`src/rtl/alarm_timer_pkg.sv`:
```
// Shared anti-theft definitions: countdown state encoding and seconds width.
package alarm_timer_pkg;

    localparam int SECONDS_W = 4;

    typedef logic [SECONDS_W-1:0] seconds_t;

    typedef enum logic [1:0] {
        IDLE    = 2'b00,
        COUNT   = 2'b01,
        EXPIRED = 2'b10
    } timer_state_t;

endpackage

```
`src/rtl/alarm_timer_one_hz_divider.sv`:
```
// Module one_hz_divider: free-running prescaler producing a once-per-second
// enable pulse and a 50% duty status blink; 'clear' restarts the second.
module one_hz_divider #(
    parameter int TC = 50000000
) (
    input  logic clock,
    input  logic reset,
    input  logic clear,
    output logic one_hz_enable,
    output logic blink
);

    localparam int CNT_W = (TC > 1) ? $clog2(TC) : 1;
    localparam logic [CNT_W-1:0] LAST = CNT_W'(TC - 1);
    localparam logic [CNT_W-1:0] HALF = CNT_W'(TC / 2);

    logic [CNT_W-1:0] count_q;

    // Clearing on a start makes the first second after a start a full one.
    always_ff @(posedge clock or posedge reset) begin
        if (reset) begin
            count_q <= '0;
        end else if (clear || (count_q == LAST)) begin
            count_q <= '0;
        end else begin
            count_q <= count_q + 1'b1;
        end
    end

    assign one_hz_enable = (count_q == LAST);
    assign blink         = (count_q < HALF);

endmodule

```
`src/rtl/alarm_timer.sv`:
```
// Seconds countdown timer with one-cycle expiry pulse and status blink.
// Define ALARM_TIMER_FAST_SIM_EN to shrink a "second" to 4 clock cycles.
module alarm_timer
    import alarm_timer_pkg::*;
#(
    parameter int CLK_HZ = 50000000
) (
    input  logic                 clock,
    input  logic                 reset,
    input  logic                 start_timer,
    input  logic [SECONDS_W-1:0] value,
    output logic                 expired,
    output logic                 busy,
    output logic [SECONDS_W-1:0] remaining,
    output logic                 one_hz_enable,
    output logic                 blink
);

`ifdef ALARM_TIMER_FAST_SIM_EN
    localparam bit FAST_SIM = 1'b1;
`else
    localparam bit FAST_SIM = 1'b0;
`endif
    localparam int TC = FAST_SIM ? 4 : CLK_HZ;

    timer_state_t state_q;
    timer_state_t state_n;
    seconds_t     remaining_q;
    seconds_t     remaining_n;

    one_hz_divider #(
        .TC(TC)
    ) u_divider (
        .clock         (clock),
        .reset         (reset),
        .clear         (start_timer),
        .one_hz_enable (one_hz_enable),
        .blink         (blink)
    );

    always_ff @(posedge clock or posedge reset) begin
        if (reset) begin
            state_q     <= IDLE;
            remaining_q <= '0;
        end else begin
            state_q     <= state_n;
            remaining_q <= remaining_n;
        end
    end

    // A start overrides whatever the countdown was about to do, including expiry.
    always_comb begin
        state_n     = state_q;
        remaining_n = remaining_q;
        case (state_q)
            IDLE: begin
                state_n = IDLE;
            end
            COUNT: begin
                if (one_hz_enable) begin
                    if (remaining_q == seconds_t'(1)) begin
                        remaining_n = '0;
                        state_n     = EXPIRED;
                    end else begin
                        remaining_n = remaining_q - seconds_t'(1);
                    end
                end
            end
            EXPIRED: begin
                state_n = IDLE;
            end
            default: begin
                state_n = IDLE;
            end
        endcase
        if (start_timer) begin
            remaining_n = value;
            state_n     = (value != '0) ? COUNT : EXPIRED;
        end
    end

    assign remaining = remaining_q;
    assign busy      = (state_q == COUNT);
    assign expired   = (state_q == EXPIRED);

endmodule

```
`config.mk`:
```
export PLATFORM = sky130hd
export DESIGN_NAME = alarm_timer
export DESIGN_NICKNAME = d
export VERILOG_FILES = /design/src/rtl/alarm_timer_pkg.sv /design/src/rtl/alarm_timer_one_hz_divider.sv /design/src/rtl/alarm_timer.sv
export SDC_FILE = /design/constraint.sdc
export NUM_CORES = 1
export LEC_CHECK = 0
export ABC_AREA = 1
export CAP_MARGIN = 20
export CELL_PAD_IN_SITES_DETAIL_PLACEMENT = 2
export CELL_PAD_IN_SITES_GLOBAL_PLACEMENT = 2
export CORE_MARGIN = 2
export CORE_UTILIZATION = 34
export CTS_BUF_LIST = sky130_fd_sc_hd__clkbuf_8
export DETAILED_ROUTE_END_ITERATION = 8
export GPL_TIMING_DRIVEN = 1
export MAX_ROUTING_LAYER = met4
export PLACE_DENSITY = 0.94
export SLEW_MARGIN = 20
export SYNTH_ARGS = -nofsm -noshare
export SYNTH_HDL_FRONTEND = slang
export SYNTH_SLANG_ARGS = --single-unit
```
`constraint.sdc`:
```
create_clock -name clock -period 1.6 [get_ports clock]
set_input_delay 0.32 -clock clock [delete_from_list [all_inputs] [get_ports clock]]
set_output_delay 0.32 -clock clock [all_outputs]
set_load 0.05 [all_outputs]
```
==> results of run 1 <==
==> cells in the mapped netlist (2+ instances only) <==
cell,count,area [um^2]
nor2_2,3,18.77
nor3_1,10,50.05
nand4_1,2,12.51
inv_1,37,138.9
nor3b_1,2,15.01
nand2_1,97,364.1
nand3b_1,2,15.01
buf_6,2,22.52
nand3_1,25,125.1
ha_1,4,50.05
nand2_2,2,12.51
xnor2_1,3,26.28
nor2_1,70,262.8
o21ai_0,3,15.01
xor2_1,7,61.31
dfrtp_1,32,800.8
==> cell families after synthesis <==
group           Yosys count  synth area share, %
flops                    32                39.26
compound gates            5                1.288
xor+xnor                 10                4.295
simple gates            217                44.36
fa+ha+maj                 4                2.454
buf+inv                  41                8.343
==> stage by stage <==
step | hold WS, ns | setup TNS (ns) | cell area (um^2) | worst slack, ns
floorplan | 0.4362 | -0.1513 | 2063 | -0.1513
global placement | 0.4710 | -0.04887 | 2618 | -0.03926
detailed placement | 0.5317 | -4.970 | 2618 | -0.3396
==> flow_summary.ini, run 1 <==
[run_status]
status = aborted with a tool error
flow.stopped_at = 4_1_cts
first-error = [ERROR DPL-0033] detailed placement checks failed during check placement.

[yosys]
netlist_instances = 309
synth_ff_type = dfrtp_1
yosysSeqAreaShare_pct = 39.26
yosysWarningCount = 0
netlist_area_um2 = 2039
synth_nets = 320
synthDistinctLibCells = 24
synth-edff-count = 0
syn_area_per_cell_um2 = 6.600
ys_async_sr_fraction_pct = 100.0
ys_ff_latch = 32

[clock_tree]
htree_levels = 2
cts_resized = 72
post-cts-setup-buffer-count = 14
hold_buffers = 0
root_buffer = clkbuf_8
cts.path.max_buffers = 2
numClockSinks = 32
numCtsBuffers = 5

[floorplan]
chipWidth_um = 81.45
ioPinCount = 15
rows = 28
die_h_um = 81.45
initial_utilization_pct = 34.86

[placement]
io_buffers = 14
gp_congestion = 0.8447
placedCellCount = 429
dp_hpwl_um = 7150
==> run 2, diff against run 1 <==
Settings changed: CELL_PAD_IN_SITES_DETAIL_PLACEMENT 2 to unset, CELL_PAD_IN_SITES_GLOBAL_PLACEMENT 2 to unset, CTS_BUF_LIST sky130_fd_sc_hd__clkbuf_8 to unset, MAX_ROUTING_LAYER met4 to unset, PLACE_DENSITY 0.94 to unset, PLACE_DENSITY_LB_ADDON set to 0.15.
==> flow_summary.ini, run 2 <==
[run_status]
status = finished with violations
violations = setup timing

[worst_setup_path]
endpoint_kind = primary output
cp.required_ns = 1.28
cp_max_fo = 2
cp-start-kind = flip-flop
crit_arrival_ns = 1.56
crit_type = flip-flop to primary output

[sta]
timing.setup.tns_ns = -0.6005
rsz0062_at_grt = yes
max_freq_ghz = 0.5306
setup_viol = 6
holdWs_ns = 0.3697
maxSlewViolCount = 0
slew_headroom_pct = 81.77
hold_viol = 0
tightestPinTransition_ns = 0.2724
post-route-period-util_pct = 117.8
setup_ws_ns = -0.2846
finalClockSkew_ns = 0.008248
min_period_ns = 1.885

[layout]
final_common_cell = nand2_1
num_antenna_cells = 0
fillers = 579
largest_register_ffs = 26
layout_common_cells = nand2_1, nor2_1, buf_4
layout-drive-gt1-share_pct = 29.76
syn_to_final_growth_pct = 48.71
stdcell_count = 448
nets = 383
top_register = u_divider.count_q

[yosys]
synthMostInstantiatedCell = nand2_1
yosysWarningCount = 0
netlist_instances = 309
synthDistinctLibCells = 24
ys_top_cells_by_count = nand2_1, nor2_1, inv_1
netlist_area_um2 = 2039
syn_area_per_cell_um2 = 6.600
ys_ff_latch = 32
synth-edff-count = 0
synth_ff_type = dfrtp_1
yosysTopAreaCellShare_pct = 39.26
yosys.area.top_type = dfrtp_1
ys_async_sr_fraction_pct = 100.0
yosysSeqAreaShare_pct = 39.26
synth_nets = 320
synth_area_leaders = dfrtp_1, nand2_1, nor2_1, inv_1, nand3_1

[drt]
drt-pass1-iter-count = 4
post_drt_wl_per_cell_um = 13.34
drtIter0Drc = 135
vias = 2130
drt-vias-per-instance = 4.754
ant_nets = 0
route.detailed.drc = 0
wirelength_um = 5975

[floorplan]
ioPinCount = 15
die_h_um = 81.45
chipWidth_um = 81.45
initial_utilization_pct = 34.86
rows = 28
core_um2 = 5851
die-area_um2 = 6634

[clock_tree]
numCtsBuffers = 5
clk_latency_ns = 0.29
cts_tree = done
cts.path.max_buffers = 2
cts.clk_slew.worst_paths_ns = 0.07
htree_levels = 2
numClockSinks = 32
root_buffer = clkbuf_8

[placement]
io_buffers = 14
place_ws_ns = -0.06661
dp_hpwl_um = 4257
placedCellCount = 432
gp_congestion = 0.8884

[global_route]
grt_max_degree = 33
antenna_found_initial = 0
grt.overflow.total = 0
grt_pass1_vias = 2031
grt_pass1_wl_um = 9446
gr-usage-all-layers_pct = 19.19

[pwr]
powerDensity_nw_per_um2 = 723.2
p_leak_uw = 0.001361
ir_worst_vdd_mv = 0.4557

[job]
drv_cap = 0

[hold_path]
hold_class = input port to async pin
run 2: area by class of cell:
cell class,count,area (um^2),share of cell area (%)
clock buffers,6,72.57,2.393
clock inverters,2,35.03,1.155
inverters,38,145.1,4.785
multi-input cells,236,1272,41.96
flip-flops and latches,32,803.3,26.49
well taps,75,93.84,3.094
repair buffers,59,610.6,20.13
run 2: power breakdown:
group / leakage, uW / switching [uW] / internal, uW
clock: 0.0000552 / 327 / 462
combinational: 0.000876 / 275 / 228
sequential: 0.000430 / 55.8 / 844
total: 0.00136 / 658 / 1540
run 2: critical path, stage by stage (launching register included):
cell and delay, ns:
dfrtp_1 0.38, inv_1 0.07, nand2_1 0.10, nor4_4 0.30, nor3b_4 0.27, buf_12 0.16
run 2: final timing paths:
| kind | start | end | slack [ns] | cells after the start |
|---|---|---|---|---|
| hold reg to reg | remaining[1] | remaining[1] | 0.57 | 2 |
| max in group asynchronous | reset | u_divider.count_q[6] | 1.04 | 3 |
| setup / recovery | u_divider.count_q[11] | one_hz_enable | -0.28 | 5 |
| setup reg to reg | u_divider.count_q[17] | remaining[2] | -0.04 | 10 |
| min in group clock | remaining[1] | remaining[1] | 0.57 | 2 |
| hold / removal | reset | u_divider.count_q[9] | 0.37 | 3 |
run 2: metrics by stage:
stage | util (%) | power (uW) | cell area [um^2]
3_5_place_dp | 45.12 | 1385 | 2640
2_1_floorplan | - | 1160 | 2063
5_1_grt | 51.84 | 2298 | 3033
3_3_place_gp | 45.12 | 1379 | 2640
4_1_cts | 47.99 | 2180 | 2808
6_report | 51.84 | 2193 | 3033
run 2: cells by family (layout without fill, tap and decap cells):
family | after synthesis | after routing | synth area share [%]
compound gates | 5 | 5 | 1.288
xor+xnor | 10 | 10 | 4.295
fa+ha+maj | 4 | 4 | 2.454
buf+inv | 41 | 105 | 8.343
flops | 32 | 32 | 39.26
simple gates | 217 | 217 | 44.36
run 2: layer usage:
metal	wire [um]	global-route usage, %	vias up	part of all wire (%)
li1	-	-	1080	-
met5	0	0	-	0
met2	2823	32.13	30	47
met3	185	3.297	11	3.1
met1	2790	24.55	1009	47
met4	175	7.627	0	2.9
run 2: what timing repair did:
action | 4_1_cts | 5_1_grt
hold buffers | 0 | 0
buffers inserted | 1 | 5
setup endpoints to repair | 3 | 32
cloned | 0 | 2
resized for setup | 13 | 44
pin swaps | 3 | 13
Power figures use the tool's default switching activity.
